--- src/rtl/traffic_phase_scheduler.sv ---
// Two-road intersection scheduler: tick-timed green/yellow/all-red sequencing
// with sensor-driven green exit and a latched pedestrian WALK phase.
module traffic_phase_scheduler #(
  parameter int TICK_DIV  = 4,
  parameter int GREEN_MIN = 6,
  parameter int GREEN_MAX = 12,
  parameter int YELLOW    = 2,
  parameter int ALLRED    = 1,
  parameter int WALK      = 4
) (
  input  logic       clk_i,
  input  logic       rst_i,
  input  logic       sa_i,
  input  logic       sb_i,
  input  logic       ped_req_i,
  output logic       ra_o,
  output logic       ya_o,
  output logic       ga_o,
  output logic       rb_o,
  output logic       yb_o,
  output logic       gb_o,
  output logic       walk_o,
  output logic       ped_ack_o,
  output logic [2:0] phase_o
);

  localparam logic [2:0] S_A_GREEN   = 3'd0;
  localparam logic [2:0] S_A_YELLOW  = 3'd1;
  localparam logic [2:0] S_ALLRED_AB = 3'd2;
  localparam logic [2:0] S_B_GREEN   = 3'd3;
  localparam logic [2:0] S_B_YELLOW  = 3'd4;
  localparam logic [2:0] S_ALLRED_BA = 3'd5;
  localparam logic [2:0] S_WALK      = 3'd6;

  localparam logic [7:0] TICK_LAST   = 8'(TICK_DIV - 1);
  localparam logic [7:0] GMIN_LAST   = 8'(GREEN_MIN - 1);
  localparam logic [7:0] GMAX_LAST   = 8'(GREEN_MAX - 1);
  localparam logic [7:0] YEL_LAST    = 8'(YELLOW - 1);
  localparam logic [7:0] ALLRED_LAST = 8'(ALLRED - 1);
  localparam logic [7:0] WALK_LAST   = 8'(WALK - 1);

  logic [2:0] state_q, state_d;
  logic [7:0] presc_q, presc_d;
  logic [7:0] dwell_q, dwell_d;
  logic       pedPending_q, pedPending_d;
  logic       nextB_q, nextB_d;
  logic       pedAck_q, pedAck_d;
  logic       tick, minOk, stateChange;

  assign tick  = (presc_q == TICK_LAST);
  assign minOk = tick && (dwell_q >= GMIN_LAST);

  always_comb begin
    state_d = state_q;
    nextB_d = nextB_q;
    case (state_q)
      S_A_GREEN:   if (minOk && (sb_i || pedPending_q)) state_d = S_A_YELLOW;
      S_A_YELLOW:  if (tick && dwell_q == YEL_LAST) state_d = S_ALLRED_AB;
      S_ALLRED_AB: begin
        if (tick && dwell_q == ALLRED_LAST) begin
          if (pedPending_q) begin
            state_d = S_WALK;
            nextB_d = sb_i;
          end else begin
            state_d = S_B_GREEN;
          end
        end
      end
      S_B_GREEN: begin
        if ((minOk && (sa_i || !sb_i || pedPending_q)) || (tick && dwell_q == GMAX_LAST))
          state_d = S_B_YELLOW;
      end
      S_B_YELLOW:  if (tick && dwell_q == YEL_LAST) state_d = S_ALLRED_BA;
      S_ALLRED_BA: begin
        if (tick && dwell_q == ALLRED_LAST) begin
          if (pedPending_q) begin
            state_d = S_WALK;
            nextB_d = 1'b0;
          end else begin
            state_d = S_A_GREEN;
          end
        end
      end
      S_WALK:      if (tick && dwell_q == WALK_LAST) state_d = nextB_q ? S_B_GREEN : S_A_GREEN;
      default:     state_d = S_A_GREEN;
    endcase
  end

  // Timers restart on every state change; entering WALK beats a same-edge request.
  always_comb begin
    stateChange  = (state_d != state_q);
    presc_d      = (stateChange || tick) ? 8'd0 : presc_q + 8'd1;
    dwell_d      = stateChange ? 8'd0 : (tick ? dwell_q + 8'd1 : dwell_q);
    pedPending_d = (state_d == S_WALK && state_q != S_WALK) ? 1'b0
                 : (pedPending_q || (ped_req_i && state_q != S_WALK));
    pedAck_d     = !pedPending_q && pedPending_d;
  end

  always_ff @(posedge clk_i) begin
    if (rst_i) begin
      state_q      <= S_A_GREEN;
      presc_q      <= 8'd0;
      dwell_q      <= 8'd0;
      pedPending_q <= 1'b0;
      nextB_q      <= 1'b0;
      pedAck_q     <= 1'b0;
    end else begin
      state_q      <= state_d;
      presc_q      <= presc_d;
      dwell_q      <= dwell_d;
      pedPending_q <= pedPending_d;
      nextB_q      <= nextB_d;
      pedAck_q     <= pedAck_d;
    end
  end

  // Any non-green/yellow code, including illegal 7, shows red on that road.
  assign ga_o      = (state_q == S_A_GREEN);
  assign ya_o      = (state_q == S_A_YELLOW);
  assign ra_o      = !(ga_o || ya_o);
  assign gb_o      = (state_q == S_B_GREEN);
  assign yb_o      = (state_q == S_B_YELLOW);
  assign rb_o      = !(gb_o || yb_o);
  assign walk_o    = (state_q == S_WALK);
  assign ped_ack_o = pedAck_q;
  assign phase_o   = state_q;

endmodule

--- config.mk ---
export PLATFORM = sky130hd
export DESIGN_NAME = traffic_phase_scheduler
export DESIGN_NICKNAME = d
export VERILOG_FILES = /design/src/rtl/traffic_phase_scheduler.sv
export SDC_FILE = /design/constraint.sdc
export NUM_CORES = 1
export LEC_CHECK = 0
export CORE_UTILIZATION = 55
export DETAILED_ROUTE_END_ITERATION = 10
export PLACE_DENSITY = 0.84
export SLEW_MARGIN = 5
export SYNTH_ARGS = -nofsm -noshare
export SYNTH_HDL_FRONTEND = slang
export SYNTH_SLANG_ARGS = --single-unit
--- constraint.sdc ---
create_clock -name clk_i -period 5.1 [get_ports clk_i]
set_input_delay 0.765 -clock clk_i [delete_from_list [all_inputs] [get_ports clk_i]]
set_output_delay 0.765 -clock clk_i [all_outputs]
set_load 0.01 [all_outputs]
==> flow_metrics.tcl <==
set metrics [dict create \
    status "completed" \
    drive_gt1_share_pct 8.982 \
    worstMarginPinSlew_ns 0.5549 \
    cts_buffer_depth 2 \
    clock_sinks 22 \
    dieArea_um2 2496 \
    io_buffer_count 15 \
    finalMaxSlewViolations 0 \
    fmax_mhz 334.5 \
    clk_pin_slew_ns 0.12 \
    grt_pass1_wl_um 4340 \
    synth_cell_types 44 \
    min_path_cells 1 \
    std_cell_rows 16 \
    yosys_most_used_dff "dfxtp_1" \
    cp_cell_sequence "ha_1, or4b_4, nor2_2, a21boi_2, a21boi_1, or3_4, mux2i_4, nor3_1" \
    synthTopCellsByArea "dfxtp_1 35%, nor2_1 7.1%, xor2_1 5.5%" \
    yosysTopAreaCell "dfxtp_1" \
    crit_path_start_kind "register" \
    holdBufCountCts 0 \
    cts_buffers 3 \
    min_from "presc_q[0]$_SDFF_PP0_" \
    period_needed_ns 2.989 \
    skew_ns 0.0007044 \
    pin_count 16 \
    synth.top_cells.by_count "24 x nor2_1, 22 x dfxtp_1, 11 x nand2_1, 9 x nand3_1, 8 x xor2_1" \
    ant_nets 0 \
    path_max_fanout 16 \
    max_stage_delay_ns 0.50 \
    hpwl_um 2015 \
    yosys.area.top_type_share_pct 34.82 \
    report.final.setup_viol 0 \
    syn_avg_cell_area_um2 8.268 \
    async_reset_ff_share_pct 0 \
    irDropWorstVdd_mv 0.2785 \
    core_um2 2062 \
    synth_compound_area_share_pct 12.46 \
    clk_latency_ns 0.31 \
    cts_repair_resize_count 0 \
    grt_overflow_total 0 \
    fp.dieW_um 49.96 \
    synth_warnings 0 \
    multi_input_area_um2 775.7 \
    die_h_um 49.96 \
    hold_path_class "reg -> reg" \
    slew_headroom_pct 62.91 \
    cts_setup_buffers 0 \
    seq_area_um2 440.4 \
    antenna_found_initial 0 \
    cap_violations 0 \
    setup_tns_ns 0 \
    post_drt_via_cell_ratio 5.845 \
    dr.pass1.iters 4 \
    cts_max_level 1 \
    areaGrowthSynthToFinish_pct 16.62 \
    via_count 1134 \
    yosysMostFrequentCell "nor2_1" \
    slowest_stage "or4b_4" \
    drc 0 \
    min_period_over_period_pct 58.62 \
    first_global_vias 983 \
    powerDensity_nw_per_um2 234.8 \
    grt_max_degree 17 \
    r2r-start "presc_q[0]$_SDFF_PP0_" \
    finalHoldViolCount 0 \
    cts-root-buf "clkbuf_4" \
    muxShareOfSynthArea_pct 2.572 \
    synth-simple-area-share_pct 32.34 \
    nets 178 \
    power.total_uw 346.3 \
    yosysSeqAreaShare_pct 34.82 \
    drt-initial-drc-count 29 \
    synthAdderAreaFrac_pct 4.946 \
    reg2reg_to "dwell_q[1]$_SDFFE_PP0P_" \
    critPathKind "reg -> reg" \
    synth_top_family_by_area "simple AND/OR/NAND/NOR gates" \
    fillCellCount 164 \
    cp.required_ns 5.29 \
    synth_seq_cells 22 \
    syn_nets 163 \
    drt_wl_total_um 2712 \
    worstSetupEndpointType "register" \
    rsz0062_at_grt "no" \
    arrival_ns 3.18 \
    grt_util_all_layers_pct 23.26 \
    start_util_pct 61.35 \
    routabilityCongestion 0.9318 \
    syn_area_um2 1265 \
    synth_enable_flop_cells 0 \
    reg2regPathDepth 8 \
    r2r_slack_ns 2.11 \
    synthCells 153 \
    cts_tree "built" \
    leakage_nw 0.5519 \
    synth_xor_area_share_pct 9.001 \
    post_drt_wl_per_cell_um 13.98 \
    startpoint "presc_q[0]$_SDFF_PP0_" \
    min_to "presc_q[0]$_SDFF_PP0_" \
    insertedDiodeCount 0 \
]
-- how the worst max path moves through the flow --
stage | end | depth (start not counted) | slack, ns
final | dwell_q[1]$_SDFFE_PP0P_ | 8 | 2.11
after global routing | presc_q[3]$_SDFF_PP0_ | 8 | 1.91
after CTS | dwell_q[6]$_SDFFE_PP0P_ | 8 | 2.11
after detailed placement | dwell_q[1]$_SDFFE_PP0P_ | 7 | 2.16
after global placement | dwell_q[1]$_SDFFE_PP0P_ | 7 | 2.18
after floorplan | dwell_q[4]$_SDFFE_PP0P_ | 9 | 2.50
-- flip-flops by register name, indices dropped and copies added, names as in the netlist --
signal / count
nextB_q: 1
presc_q: 8
ped_ack_o: 1
pedPending_q: 1
phase_o: 3
dwell_q: 8
-- cells by family after synthesis --
logic type	count (synthesis)
simple gates	77
flops	22
mux	2
fa+ha+maj	5
buf+inv	11
compound gates	23
xor+xnor	13
-- placed cells by master, fill, tap and decap left out, types with 6 or more instances in the layout --
cell type         n
a21oi_1           7
clkdlybuf4s50_1  15
dfxtp_1          22
inv_1             6
nand2_1          11
nand3_1           9
nor2_1           24
nor2b_1           6
nor3_1            7
xor2_1            8
-- power by group --
| group | leakage (nW) | internal [mW] | switching (mW) |
|---|---|---|---|
| clock network | 0.0279 | 0.0795 | 0.0536 |
| logic | 0.346 | 0.0150 | 0.0164 |
| registers | 0.178 | 0.177 | 0.00505 |
| total | 0.552 | 0.271 | 0.0750 |
-- worst max-delay path: cells and delay by family (launching register included) --
kind	cells	cell delay (ns)
AND/OR/NAND/NOR	4	1.43
multiplexers	1	0.44
flip-flops	1	0.38
AO/OA/AOI/OAI	2	0.37
adder cells (fa/ha/maj)	1	0.24
-- metrics by stage --
step | utilization (%) | std cells | area [µm²] | hold slack, ns | setup slack, ns
after floorplan | - | 153 | 1265 | 0.4482 | 2.498
after global placement | 68.99 | 190 | 1423 | 0.4579 | 2.184
after detailed placement | 68.99 | 190 | 1423 | 0.4671 | 2.159
after CTS | 71.54 | 194 | 1475 | 0.4851 | 2.109
after global routing | 71.54 | 194 | 1475 | 0.4976 | 1.912
final | 71.54 | 194 | 1475 | 0.4785 | 2.111
-- metal layers --
metal,up-vias,part of all wire (%),global-route usage [%]
li1,566,-,-
met1,533,46,30.30
met2,28,47,36.49
met3,7,5.2,4.938
met4,0,2.4,10.48
met5,-,0,0
-- layout make-up --
type / instances / area share [%]
timing repair buffer: 15 / 10.18
clock buffer: 3 / 1.527
sequential: 22 / 29.86
tap: 27 / 2.290
inverter: 6 / 1.527
multi-input combinational: 120 / 52.59
clock inverter: 1 / 2.036
Power figures use the tool's default switching activity.
